==> src/rtl/io_pkg.sv <==
// Shared definitions for the input responder slice.
//   state_t      : responder handshake state (IDLE, ACK)
//   SERVED_WIDTH : width of the completed-transfer counter
package io_pkg;

  typedef enum logic {
    IDLE = 1'b0,
    ACK  = 1'b1
  } state_t;

  localparam int unsigned SERVED_WIDTH = 8;

  // Width of a FIFO occupancy count able to hold the value DEPTH itself.
  function automatic int unsigned level_width(input int unsigned depth);
    return $clog2(depth) + 1;
  endfunction

endpackage

==> src/rtl/io_in_responder_if.sv <==
// Bus bundle for io_in_responder: host push port plus the CPU input handshake.
//   i_push / i_push_data      : host enqueues a word
//   o_full / o_level          : FIFO occupancy
//   o_overflow                : sticky dropped-push flag
//   i_status                  : CPU request
//   o_control / o_in          : acknowledge and presented word
//   o_served                  : completed transfer count
// Modports: master = host/CPU side, slave = responder.
interface io_in_responder_if
  import io_pkg::*;
#(
  parameter int unsigned DATA_WIDTH = 16,
  parameter int unsigned DEPTH      = 4
);

  localparam int unsigned LW = level_width(DEPTH);

  logic                    i_push;
  logic [DATA_WIDTH-1:0]   i_push_data;
  logic                    o_full;
  logic [LW-1:0]           o_level;
  logic                    o_overflow;
  logic                    i_status;
  logic                    o_control;
  logic [DATA_WIDTH-1:0]   o_in;
  logic [SERVED_WIDTH-1:0] o_served;

  modport master (
    output i_push, i_push_data, i_status,
    input  o_full, o_level, o_overflow, o_control, o_in, o_served
  );

  modport slave (
    input  i_push, i_push_data, i_status,
    output o_full, o_level, o_overflow, o_control, o_in, o_served
  );

endinterface

==> src/rtl/io_fifo.sv <==
// Synchronous FIFO with wrap-around pointers carrying one extra bit so that
// full and empty are distinguished by pointer difference.
//   i_clk, i_rst : clock, asynchronous active-high reset
//   i_push/i_push_data : enqueue (accepted when not full, or when popping)
//   i_pop        : dequeue head (ignored when empty)
//   o_head       : current head word
//   o_level      : words held; o_full / o_empty derived from it
module io_fifo
  import io_pkg::*;
#(
  parameter int unsigned DATA_WIDTH = 16,
  parameter int unsigned DEPTH      = 4
)(
  input  logic                  i_clk,
  input  logic                  i_rst,
  input  logic                  i_push,
  input  logic [DATA_WIDTH-1:0] i_push_data,
  input  logic                  i_pop,
  output logic [DATA_WIDTH-1:0] o_head,
  output logic [level_width(DEPTH)-1:0] o_level,
  output logic                  o_full,
  output logic                  o_empty
);

  localparam int unsigned AW = $clog2(DEPTH);
  localparam int unsigned PW = level_width(DEPTH);

  logic [DATA_WIDTH-1:0] mem [DEPTH];
  logic [PW-1:0]         wr_ptr;
  logic [PW-1:0]         rd_ptr;
  logic                  pop_ok;
  logic                  push_ok;

  assign o_level = wr_ptr - rd_ptr;
  assign o_full  = (o_level == PW'(DEPTH));
  assign o_empty = (o_level == '0);
  assign o_head  = mem[rd_ptr[AW-1:0]];

  assign pop_ok  = i_pop && !o_empty;
  // A pop on the same edge frees a slot, so a push while full is still taken.
  assign push_ok = i_push && (!o_full || pop_ok);

  always_ff @(posedge i_clk or posedge i_rst) begin
    if (i_rst) begin
      wr_ptr <= '0;
      rd_ptr <= '0;
    end else begin
      if (push_ok) wr_ptr <= wr_ptr + PW'(1);
      if (pop_ok)  rd_ptr <= rd_ptr + PW'(1);
    end
  end

  always_ff @(posedge i_clk) begin
    if (push_ok) mem[wr_ptr[AW-1:0]] <= i_push_data;
  end

endmodule

==> src/rtl/io_in_responder.sv <==
// Input-side peripheral answering the CPU four-phase input handshake
// (status up -> control up -> status down -> control down) from a queue of
// words preloaded through a push port.
//   i_clk, i_rst : clock, asynchronous active-high reset
//   bus (slave)  : push port, occupancy/overflow, CPU status/control/in,
//                  served counter
module io_in_responder
  import io_pkg::*;
#(
  parameter int unsigned DATA_WIDTH = 16,
  parameter int unsigned DEPTH      = 4
)(
  input  logic             i_clk,
  input  logic             i_rst,
  io_in_responder_if.slave bus
);

  localparam int unsigned LW = level_width(DEPTH);

  state_t                  state;
  logic                    control;
  logic [DATA_WIDTH-1:0]   in_word;
  logic [SERVED_WIDTH-1:0] served;
  logic                    overflow;

  logic [DATA_WIDTH-1:0]   head;
  logic [LW-1:0]           level;
  logic                    full;
  logic                    empty;
  logic                    pop;

  // Release edge in ACK retires the presented word.
  assign pop = (state == ACK) && !bus.i_status;

  io_fifo #(
    .DATA_WIDTH (DATA_WIDTH),
    .DEPTH      (DEPTH)
  ) u_fifo (
    .i_clk       (i_clk),
    .i_rst       (i_rst),
    .i_push      (bus.i_push),
    .i_push_data (bus.i_push_data),
    .i_pop       (pop),
    .o_head      (head),
    .o_level     (level),
    .o_full      (full),
    .o_empty     (empty)
  );

  always_ff @(posedge i_clk or posedge i_rst) begin
    if (i_rst) begin
      state   <= IDLE;
      control <= 1'b0;
      in_word <= '0;
      served  <= '0;
    end else begin
      case (state)
        IDLE: begin
          control <= 1'b0;
          if (bus.i_status && !empty) begin
            state   <= ACK;
            control <= 1'b1;
            in_word <= head;
          end
        end
        ACK: begin
          control <= 1'b1;
          if (!bus.i_status) begin
            state   <= IDLE;
            control <= 1'b0;
            served  <= served + SERVED_WIDTH'(1);
          end
        end
        default: begin
          state   <= IDLE;
          control <= 1'b0;
        end
      endcase
    end
  end

  always_ff @(posedge i_clk or posedge i_rst) begin
    if (i_rst) begin
      overflow <= 1'b0;
    end else if (bus.i_push && full && !pop) begin
      overflow <= 1'b1;
    end
  end

  assign bus.o_control  = control;
  assign bus.o_in       = in_word;
  assign bus.o_served   = served;
  assign bus.o_overflow = overflow;
  assign bus.o_level    = level;
  assign bus.o_full     = full;

endmodule

==> src/flat_wrapper.sv <==
// flat-port wrapper written by rule: the top's interface ports become plain ports
module io_in_responder_flat import io_pkg::*;
#(
  parameter int unsigned DATA_WIDTH = 16,
  parameter int unsigned DEPTH      = 4
)
  (i_clk, i_rst, bus_i_push, bus_i_push_data, bus_i_status, bus_o_full, bus_o_level, bus_o_overflow, bus_o_control, bus_o_in, bus_o_served);
  io_in_responder_if #(.DATA_WIDTH(DATA_WIDTH), .DEPTH(DEPTH)) bus_i ();
  input  logic i_clk;
  input  logic i_rst;
  input wire logic [$bits(bus_i.i_push)-1:0] bus_i_push;
  input wire logic [$bits(bus_i.i_push_data)-1:0] bus_i_push_data;
  input wire logic [$bits(bus_i.i_status)-1:0] bus_i_status;
  output wire logic [$bits(bus_i.o_full)-1:0] bus_o_full;
  output wire logic [$bits(bus_i.o_level)-1:0] bus_o_level;
  output wire logic [$bits(bus_i.o_overflow)-1:0] bus_o_overflow;
  output wire logic [$bits(bus_i.o_control)-1:0] bus_o_control;
  output wire logic [$bits(bus_i.o_in)-1:0] bus_o_in;
  output wire logic [$bits(bus_i.o_served)-1:0] bus_o_served;
  assign bus_i.i_push = bus_i_push;
  assign bus_i.i_push_data = bus_i_push_data;
  assign bus_i.i_status = bus_i_status;
  assign bus_o_full = bus_i.o_full;
  assign bus_o_level = bus_i.o_level;
  assign bus_o_overflow = bus_i.o_overflow;
  assign bus_o_control = bus_i.o_control;
  assign bus_o_in = bus_i.o_in;
  assign bus_o_served = bus_i.o_served;
  io_in_responder #(.DATA_WIDTH(DATA_WIDTH), .DEPTH(DEPTH)) u_core (.i_clk(i_clk), .i_rst(i_rst), .bus(bus_i));
endmodule
==> config.mk <==
export PLATFORM = sky130hd
export DESIGN_NAME = io_in_responder_flat
export DESIGN_NICKNAME = d
export VERILOG_FILES = /design/src/rtl/io_pkg.sv /design/src/rtl/io_in_responder_if.sv /design/src/rtl/io_fifo.sv /design/src/rtl/io_in_responder.sv /design/src/flat_wrapper.sv
export SDC_FILE = /design/constraint.sdc
export NUM_CORES = 1
export LEC_CHECK = 0
export CAP_MARGIN = 20
export CORE_MARGIN = 8
export CORE_UTILIZATION = 58
export CTS_CLUSTER_DIAMETER = 80
export DETAILED_ROUTE_END_ITERATION = 6
export PLACE_DENSITY = 0.83
export SYNTH_ARGS = -nofsm -noshare
export SYNTH_HDL_FRONTEND = slang
export SYNTH_SLANG_ARGS = --single-unit
==> constraint.sdc <==
create_clock -name i_clk -period 5.2 [get_ports i_clk]
set_input_delay 0.78 -clock i_clk [delete_from_list [all_inputs] [get_ports i_clk]]
set_output_delay 0.78 -clock i_clk [all_outputs]
set_load 0.05 [all_outputs]
# Yosys cells after proc, flatten, opt, wreduce, memory -nomap -nowiden
# Memory sizes are Yosys's and may differ from the RTL's. A register that Yosys moved wholly into a read port is not among the register bits.
# Index checks and enable logic that the tools add are counted.
# op_classes
mux,5
n_bitwise,2
add_sub_neg,4
n_reduce_logical,14
eq_ne,1
# ops
op,count
$add A8 B1 Y8 const B,1
$add A3 B1 Y3 const B,2
$logic_and A1 B1 Y1,6
$logic_not A1 Y1,4
$mux W1,4
$reduce_and A2 Y1,2
$eq A3 B3 Y1 const B,1
$logic_not A3 Y1,1
$sub A3 B3 Y3,1
$not A1 Y1,2
$pmux W1 S2,1
$logic_or A1 B1 Y1,1
# totals
n_memories,1
ram_bits,64
wordCells,32
in_bits,20
regBits,16
# memory_table
name,depth,word_bits,rd,rd_clocked_by_memory_dff,wr,line,rtl
u_core.u_fifo.mem,4,16,1,1,1,io_fifo.sv:28,logic [DATA_WIDTH-1:0] mem [DEPTH];

# Longest topological paths before layout
# Gate-level depths: netlist of run 1.
# depth
word_depth,8
depth_mapped,7

# Cells and area by module
# A second synthesis of run 1 with hierarchy kept.
# unflattened
hier_cells,196
area_unflattened_um2,3821.2
# by_module_without_submodules
module,cells_each,area_per_inst_um2,n_inst
io_fifo,128,2781.4,1
io_in_responder,68,1039.7,1

# Least setup slack after synthesis of run 1
# Ideal clock, no wire load.
# synth_timing
kind,register to output
startpoint,register u_core.u_fifo.wr_ptr[0]
endpoint,output port bus_o_full
required_ps,4420
path_stages_with_launch,6
arrival_ps,2304
path_slack_ps,2116
path_cell_list,dfrtp_1 -> inv_1 -> ha_1 -> fa_1 -> xor3_2 -> nor2b_1
# synth_between
elab_chain_cells,2
# synth_rtl
item,line,rtl
start: declaration,io_fifo.sv:29,logic [PW-1:0] wr_ptr;
start signal: assignment,io_fifo.sv:48,if (push_ok) wr_ptr <= wr_ptr + PW'(1);
$sub A3 B3 Y3,io_fifo.sv:34,assign o_level = wr_ptr - rd_ptr;
named net bus_o_level[2],flat_wrapper.sv:15,output wire logic [$bits(bus_i.o_level)-1:0] bus_o_level;
$eq A3 B3 Y1,io_fifo.sv:35,assign o_full = (o_level == PW'(DEPTH));
end: declaration,flat_wrapper.sv:14,output wire logic [$bits(bus_i.o_full)-1:0] bus_o_full;
# The timed path passes the listed nets, and every way through them passes these cells.

# Worst setup path after layout of run 1
# layout_timing
startpoint,register u_core.u_fifo.rd_ptr[1]
endpoint,output port bus_o_full
# layout_between
elab_chain_cells,2
# layout_rtl
item,line,rtl
start: declaration,io_fifo.sv:30,logic [PW-1:0] rd_ptr;
start signal: assignment,io_fifo.sv:49,if (pop_ok) rd_ptr <= rd_ptr + PW'(1);
$sub A3 B3 Y3,io_fifo.sv:34,
$eq A3 B3 Y1,io_fifo.sv:35,
# No other way between the ends.

==> summary.txt, run 1 <==
WHS Path Cells = 1
Crit Path Max Fanout = 19
Launching element type of the critical path = flip-flop
Initial Util = 0.599
Slowest cell delay on critical path = 850 ps
Worst path required time = 4420 ps
Seq/Total Area, Yosys = 0.716
DRC Markers = 0
Max-slew violations = 0
CTS root buf = clkbuf_8
Reg2Reg Depth = 4
Critical path, cell by cell = fa_1 > nand2_1 > nor2b_1 > clkdlybuf4s50_1
Die width = 97.0 µm
Io pins = 50
F_max = 0.260 GHz
CTS resizes = 0
Nets@finish = 276
Max cap viols = 0
Critical Path AT = 3060 ps
Status = completed
Hold Fails Final Rpt = 0
Worst setup path class = flip-flop to output port
Syn_nets = 218
Clock Skews = 7.67 ps
Buf/Inv on CP = 1
Number of antenna violations at the first check in global routing = 0
WHS = 472 ps
Average size of a mapped cell = 20.0 µm²
Inserted Clock Buffers = 9
Yosys reg bits = 96
Synth cell types = 30
Global-route wire length before repair = 10,300 µm
P&R area growth vs syn = 21.1%
Rel. slew slack = 0.436
Post-Syn Area = 0.00380 mm²
Reg clk slew, reported paths = 90 ps
WL/cell = 19.1 µm
Setup_tns = 0 ps
# rows = 29
Post-synth top area cell = edfxtp_1
Max Buffers Root-to-Sink = 2
Post-synth top area share = 0.505
Yosys Warn Count = 0
Die Area = 0.00940 mm²
Cells after synthesis = 190
Htree depth = 3
Number of port buffers = 49
Largest net degree at the start of global routing = 33
Placed cell areas = 0.00437 mm²
Via/cell ratio = 5.64
Post-Layout Inst Area = 0.00460 mm²
RSZ-0062 raised after global routing = false
Die Y = 97.0 µm
Final setup vio count = 0
# hold bufs at CTS = 0
Vias = 1,862
Grt ovf = 0
Hpwl dp = 4190 µm
Post-DRT Antenna Nets = 0
Critical Path Sink Type = output port
Post-route minimum period = 3840 ps
Worst-Margin Slew = 846 ps
Levels on crit path = 4
Final worst setup slack = 1360 ps
Period utilization = 0.739
Core box area = 0.00635 mm²
RePlAce Congestion = 0.738
Async SR Flop Fraction = 0.333
Post-synth EDFFs = 64
CP max-delay cell = clkdlybuf4s50_1
Global-route usage over all layers = 0.140
R2R setup slack = 2140 ps
First drt pass iteration count = 4
Main synth FF type = edfxtp_1
CP delay by family, top = buffers and inverters
Clk sinks = 96
Layout cell share with drive strength beyond 1 = 0.229
Pre-CTS setup slack = 1730 ps
CTS tree = built
Number of global-route vias before repair = 1,955
Ant diodes = 0
Post-Route WL = 6320 µm
Post-CTS setup buffer count = 0
Latest clock arrival within the worst-skew pair = 350 ps
Commonest cells after routing, fill and taps aside = edfxtp_1, clkdlybuf4s50_1, dfrtp_1, mux4_2, mux2_4
Synth area leaders = edfxtp_1, dfrtp_1, mux4_2, mux2_4, mux2_2
1st-iter DRT viols = 67
Leading cell type in the layout, fill and taps excluded = edfxtp_1
Type of the worst min-delay path = flip-flop to flip-flop
## metrics by stage
step	instances	utilization
6_report	330	0.725
5_1_grt	330	0.725
4_1_cts	329	0.723
3_5_place_dp	313	0.688
3_3_place_gp	313	0.688
2_1_floorplan	190	-
## routing by layer
metal,track usage,up-vias,share of wire
met5,0,-,0
met1,0.163,946,0.42
met4,0.0746,0,0.021
li1,-,845,-
met2,0.229,59,0.50
met3,0.0420,12,0.061
## cells by family (layout without fill, tap and decap cells)
logic type	count (synthesis)	in the layout	synth area share
AOI/OAI and AO/OA	7	7	0.0188
xor gates and xnor gates	12	12	0.0319
adders and majority gates	8	8	0.0283
buffers and inverters	11	74	0.0165
DFF	96	96	0.716
muxes	35	35	0.161
and+or+nand+nor	21	21	0.0276
## worst paths after layout
check | from | endpoint
setup / recovery | u_core.u_fifo.rd_ptr[1] | bus_o_full
hold / removal | u_core.bus.o_served[7] | u_core.bus.o_served[7]
setup reg to reg | u_core.u_fifo.rd_ptr[1] | u_core.u_fifo.mem[0][5]
max in group asynchronous | i_rst | u_core.u_fifo.wr_ptr[0]
hold reg to reg | u_core.bus.o_served[7] | u_core.bus.o_served[7]
min in group asynchronous | i_rst | u_core.bus.o_in[5]
## cell usage after synthesis (2+ instances only)
library cell / count
and2_1: 3
clkbuf_1: 2
dfrtp_1: 32
edfxtp_1: 64
ha_1: 7
inv_1: 6
mux2_2: 9
mux2_4: 10
mux4_2: 16
nand2_1: 8
nor2_1: 2
nor2b_1: 3
nor3_1: 2
xnor2_1: 5
xor2_1: 6
## layout make-up
type                            count  area, µm²
Sequential cell                    96       2720
Fill cell                         401       1750
Multi-Input combinational cell     83       1020
Timing Repair Buffer               52        517
Clock buffer                       10        128
Tap cell                           77       96.3
Clock inverter                      6       92.6
Inverter                            6       22.5
## worst register-to-register path, cell delays in order, from the launching register on
cell and delay [ps]:
dfrtp_1 710, fa_1 570, xor3_2 340, a41oi_2 340, and2_1 730
## registers in the layout (all words and copies together) (netlist names)
name	cells
u_core.bus.o_overflow	1
u_core.u_fifo.rd_ptr	3
u_core.u_fifo.mem	64
u_core.bus.o_control	1
u_core.bus.o_in	16
u_core.bus.o_served	8
u_core.u_fifo.wr_ptr	3
Power of run 1 is not shown: default switching activity piles up to over one toggle a cycle in this logic, so the estimate is an artifact.
==> inputs of run 2 (changes only) <==
CORE_UTILIZATION = 54   (was 58)
PLACE_DENSITY = 0.78   (was 0.83)
clock period = 3.7 ns   (was 5.2 ns; I/O delays follow)
==> run 2 against run 1 <==
  * Wire length increased by 3.0%
  * Setup slack lost 860 ps
  * Die area grew 6.2%
  * Via count shrank 0.11%
  * Clock-buffer cell count unchanged
  * Register-to-register slack lost 1100 ps
  * First-iteration DRC count is 3.0% higher
  * Sequential cell count stayed put
  * Core utilization is 4.1 points lower
  * Clock skew up 1.9 ps
  * Critical path type unchanged
==> summary.txt, run 2 (same netlist as run 1, synthesis figures left out) <==
Status = completed
Global-route wire length before repair = 10,600 µm
Number of global-route vias before repair = 1,998
Initial Util = 0.560
Reg-to-Reg End = u_core.bus.o_in[11]
Max-slew violations = 0
Critical Path Sink Type = output port
CTS root buf = clkbuf_8
Final setup vio count = 0
Latest clock arrival within the worst-skew pair = 350 ps
Via/cell ratio = 5.27
Reg2Reg Depth = 6
Number of port buffers = 49
First drt pass iteration count = 4
Crit Path Max Fanout = 8
Core box area = 0.00679 mm²
Hold Fails Final Rpt = 0
Ant diodes = 0
Setup_tns = 0 ps
RSZ-0062 raised after global routing = false
P&R area growth vs syn = 22.2%
Htree depth = 3
Type of the worst min-delay path = flip-flop to flip-flop
Post-CTS setup buffer count = 0
Period utilization = 0.865
Critical path, cell by cell = inv_1 > ha_1 > fa_1 > xor3_2 > clkdlybuf4s50_1
Placed Cells = 337
Inserted Clock Buffers = 9
Post-route minimum period = 3200 ps
Worst setup path class = flip-flop to output port
Number of antenna violations at the first check in global routing = 0
Critical path launch point = u_core.u_fifo.wr_ptr[0]
Clock Skews = 9.57 ps
DRC Markers = 0
Max cap viols = 0
Filler cell count in the final layout = 465
# rows = 30
RePlAce Congestion = 0.721
WL/cell = 18.4 µm
Post-Route WL = 6510 µm
Max Buffers Root-to-Sink = 2
F_max = 0.313 GHz
Nets@finish = 280
Worst-Margin Slew = 744 ps
CTS tree = built
Layout cell share with drive strength beyond 1 = 0.249
CTS resizes = 0
Die Y = 99.9 µm
Grt ovf = 0
Die width = 99.9 µm
Non-filler instance count after layout = 353
Hpwl dp = 4270 µm
Io pins = 50
# hold bufs at CTS = 0
Reg clk slew, reported paths = 80 ps
Crit path to = bus_o_level[2]
Buf/Inv on CP = 2
Critical Path AT = 2640 ps
Largest net degree at the start of global routing = 23
Leading cell type in the layout, fill and taps excluded = edfxtp_1
Levels on crit path = 5
Global-route usage over all layers = 0.140
Die Area = 0.00998 mm²
Vias = 1,860
Worst path required time = 3140 ps
Slowest cell delay on critical path = 850 ps
1st-iter DRT viols = 69
CP delay by family, top = buffers and inverters
Max reg flops = 64
Commonest cells after routing, fill and taps aside = edfxtp_1, clkdlybuf4s50_1, dfrtp_1, mux4_2, mux2_4
CP max-delay cell = clkdlybuf4s50_1
Worst R2R Start = u_core.u_fifo.wr_ptr[0]
Clk sinks = 96
Rel. slew slack = 0.502
R2R setup slack = 1050 ps
Launching element type of the critical path = flip-flop
Post-DRT Antenna Nets = 0
run 2: worst min-delay path by stage:
stage / start / to / slack [ps] / cells past startpoint
floorplan: u_core.u_fifo.rd_ptr[2] / u_core.u_fifo.rd_ptr[2] / 450 / 1
global placement: u_core.bus.o_overflow / u_core.bus.o_overflow / 460 / 1
detailed placement: u_core.bus.o_served[7] / u_core.bus.o_served[7] / 460 / 1
CTS: u_core.bus.o_served[7] / u_core.bus.o_served[7] / 470 / 1
global route: u_core.bus.o_served[7] / u_core.bus.o_served[7] / 490 / 1
finish: u_core.bus.o_served[7] / u_core.bus.o_served[7] / 470 / 1
run 2: final cells by class:
| class | instances | area, µm² | share of cell area |
|---|---|---|---|
| Timing Repair Buffer | 56 | 538 | 0.116 |
| Clock inverter | 6 | 92.6 | 0.0199 |
| Tap cell | 96 | 120 | 0.0258 |
| Sequential cell | 96 | 2720 | 0.586 |
| Multi-Input combinational cell | 83 | 1020 | 0.220 |
| Inverter | 6 | 22.5 | 0.00485 |
| Clock buffer | 10 | 128 | 0.0275 |
run 2: layer usage:
layer / global-route usage / wire length [µm] / vias up
li1: - / - / 851
met1: 0.172 / 2760 / 953
met2: 0.229 / 3320 / 48
met3: 0.0408 / 380 / 8
met4: 0.0559 / 47 / 0
met5: 0 / 0 / -
run 2: stage by stage:
step	hold WS, ps	instance area [µm²]	util	setup slack (ps)
after global routing	490	4650	0.684	405
final	466	4650	0.684	501
after detailed placement	457	4430	0.652	866
after global placement	458	4430	0.652	935
after CTS	472	4650	0.684	482
after floorplan	448	3800	-	733
Power of run 2 is left out for the same reason.
==> inputs of run 3 (changes only) <==
CORE_UTILIZATION = 58   (was 54)
PLACE_DENSITY = 0.83   (was 0.78)
clock period = 3.85 ns   (was 3.7 ns; I/O delays follow)
==> run 3 against run 2 <==
  * Critical path depth unchanged
  * Sequential share of layout area is 0.69 points higher
  * Largest cell class unchanged
  * Worst hold slack improved by 19 ps
  * Setup slack gained 150 ps
  * Design area fell by 1.2%
  * Wire length about the same
  * Cell count decreased by 6.2%
  * Via count is 0.86% lower
  * Core utilization up 3.9 points
  * First-iteration DRC count shrank 29%
  * Global-route usage grew 0.53 points
==> summary.txt, run 3 (same netlist as run 1, synthesis figures left out) <==
Die width = 97.0 µm
Period utilization = 0.832
Launching element type of the critical path = flip-flop
Final setup vio count = 0
Multi-input gate area = 0.00102 mm²
CTS root buf = clkbuf_8
Global-route wire length before repair = 10,700 µm
Worst-Margin Slew = 840 ps
Reg2Reg Depth = 6
WHS Endpoint = u_core.bus.o_overflow
P&R area growth vs syn = 20.8%
F_max = 0.312 GHz
Filler cell count in the final layout = 384
Initial Util = 0.599
Number of global-route vias before repair = 2,033
# hold bufs at CTS = 0
Hold Fails Final Rpt = 0
Worst path required time = 3270 ps
Worst setup path class = flip-flop to output port
First drt pass iteration count = 4
Clk sinks = 96
WL/cell = 19.7 µm
Layout cell share with drive strength beyond 1 = 0.232
Rel. slew slack = 0.440
CP delay by family, top = buffers and inverters
R2R setup slack = 990 ps
Seq. cell area = 0.00272 mm²
Max Buffers Root-to-Sink = 2
CTS resizes = 0
Levels on crit path = 5
Latest clock arrival within the worst-skew pair = 340 ps
Final worst setup slack = 647 ps
Crit Path Max Fanout = 8
Reg-to-Reg End = u_core.u_fifo.mem[0][8]
Via/cell ratio = 5.57
Hold path startpoint = u_core.bus.o_overflow
Type of the worst min-delay path = flip-flop to flip-flop
Global-route usage over all layers = 0.146
Critical path, cell by cell = inv_1 > ha_1 > fa_1 > xor3_2 > clkdlybuf4s50_1
Hpwl dp = 4240 µm
Post-route minimum period = 3200 ps
Largest net degree at the start of global routing = 33
Clock Skews = 5.43 ps
RSZ-0062 raised after global routing = false
Number of port buffers = 49
Core box area = 0.00635 mm²
Htree depth = 3
Post-CTS setup buffer count = 0
Die Y = 97.0 µm
Setup_tns = 0 ps
Vias = 1,844
1st-iter DRT viols = 49
Pre-CTS setup slack = 975 ps
Critical Path AT = 2630 ps
Max cap viols = 0
Max reg flops = 64
Die Area = 0.00940 mm²
Inserted Clock Buffers = 9
Io pins = 50
DRC Markers = 0
RePlAce Congestion = 0.805
Worst R2R Start = u_core.u_fifo.wr_ptr[0]
Status = completed
# rows = 29
WHS Path Cells = 1
Leading cell type in the layout, fill and taps excluded = edfxtp_1
WHS = 484 ps
Buf/Inv on CP = 2
Post-DRT Antenna Nets = 0
Critical Path Sink Type = output port
Grt ovf = 0
Slowest cell delay on critical path = 850 ps
CTS tree = built
Number of antenna violations at the first check in global routing = 0
Max-slew violations = 0
Commonest cells after routing, fill and taps aside = edfxtp_1, clkdlybuf4s50_1, dfrtp_1, mux4_2, mux2_4
Reg clk slew, reported paths = 90 ps
Nets@finish = 277
CP max-delay cell = clkdlybuf4s50_1
Fin util = 0.724
Ant diodes = 0
Post-Route WL = 6510 µm
[run 3: cell types whose count changed in the layout (fill, tap and decap cells not counted), sizes merged]
cell	delta
clkinv	+2
buf	-4
clkdlybuf4s50	+1
clkinvlp	-2
[run 3: stage by stage]
stage	cells	cell area [µm²]
after detailed placement	315	4380
after global routing	331	4590
final	331	4590
after global placement	315	4380
after floorplan	190	3800
after CTS	331	4590
[run 3: area by class of cell]
type                            count  share of cell area
Timing Repair Buffer               53               0.113
Sequential cell                    96               0.593
Tap cell                           77              0.0210
Clock inverter                      6              0.0180
Multi-Input combinational cell     83               0.223
Inverter                            6             0.00490
Clock buffer                       10              0.0278
[run 3: how the worst max path moves through the flow]
stage	startpoint	end	slack, ps
final	u_core.u_fifo.wr_ptr[0]	bus_o_level[2]	650
after global routing	u_core.u_fifo.wr_ptr[0]	bus_o_level[2]	490
after CTS	u_core.u_fifo.wr_ptr[0]	bus_o_level[2]	630
after detailed placement	u_core.u_fifo.wr_ptr[0]	u_core.u_fifo.mem[0][15]	970
after global placement	u_core.u_fifo.wr_ptr[0]	bus_o_level[2]	1060
after floorplan	u_core.u_fifo.wr_ptr[0]	u_core.u_fifo.mem[3][0]	880
[run 3: routing by layer]
metal  up-vias  wire [µm]  GRT usage
met5         -          0          0
met1       937       2800      0.181
met2        56       3330      0.238
met3         7        303     0.0413
li1        844          -          -
met4         0         77     0.0533
Power of run 3 is left out for the same reason.
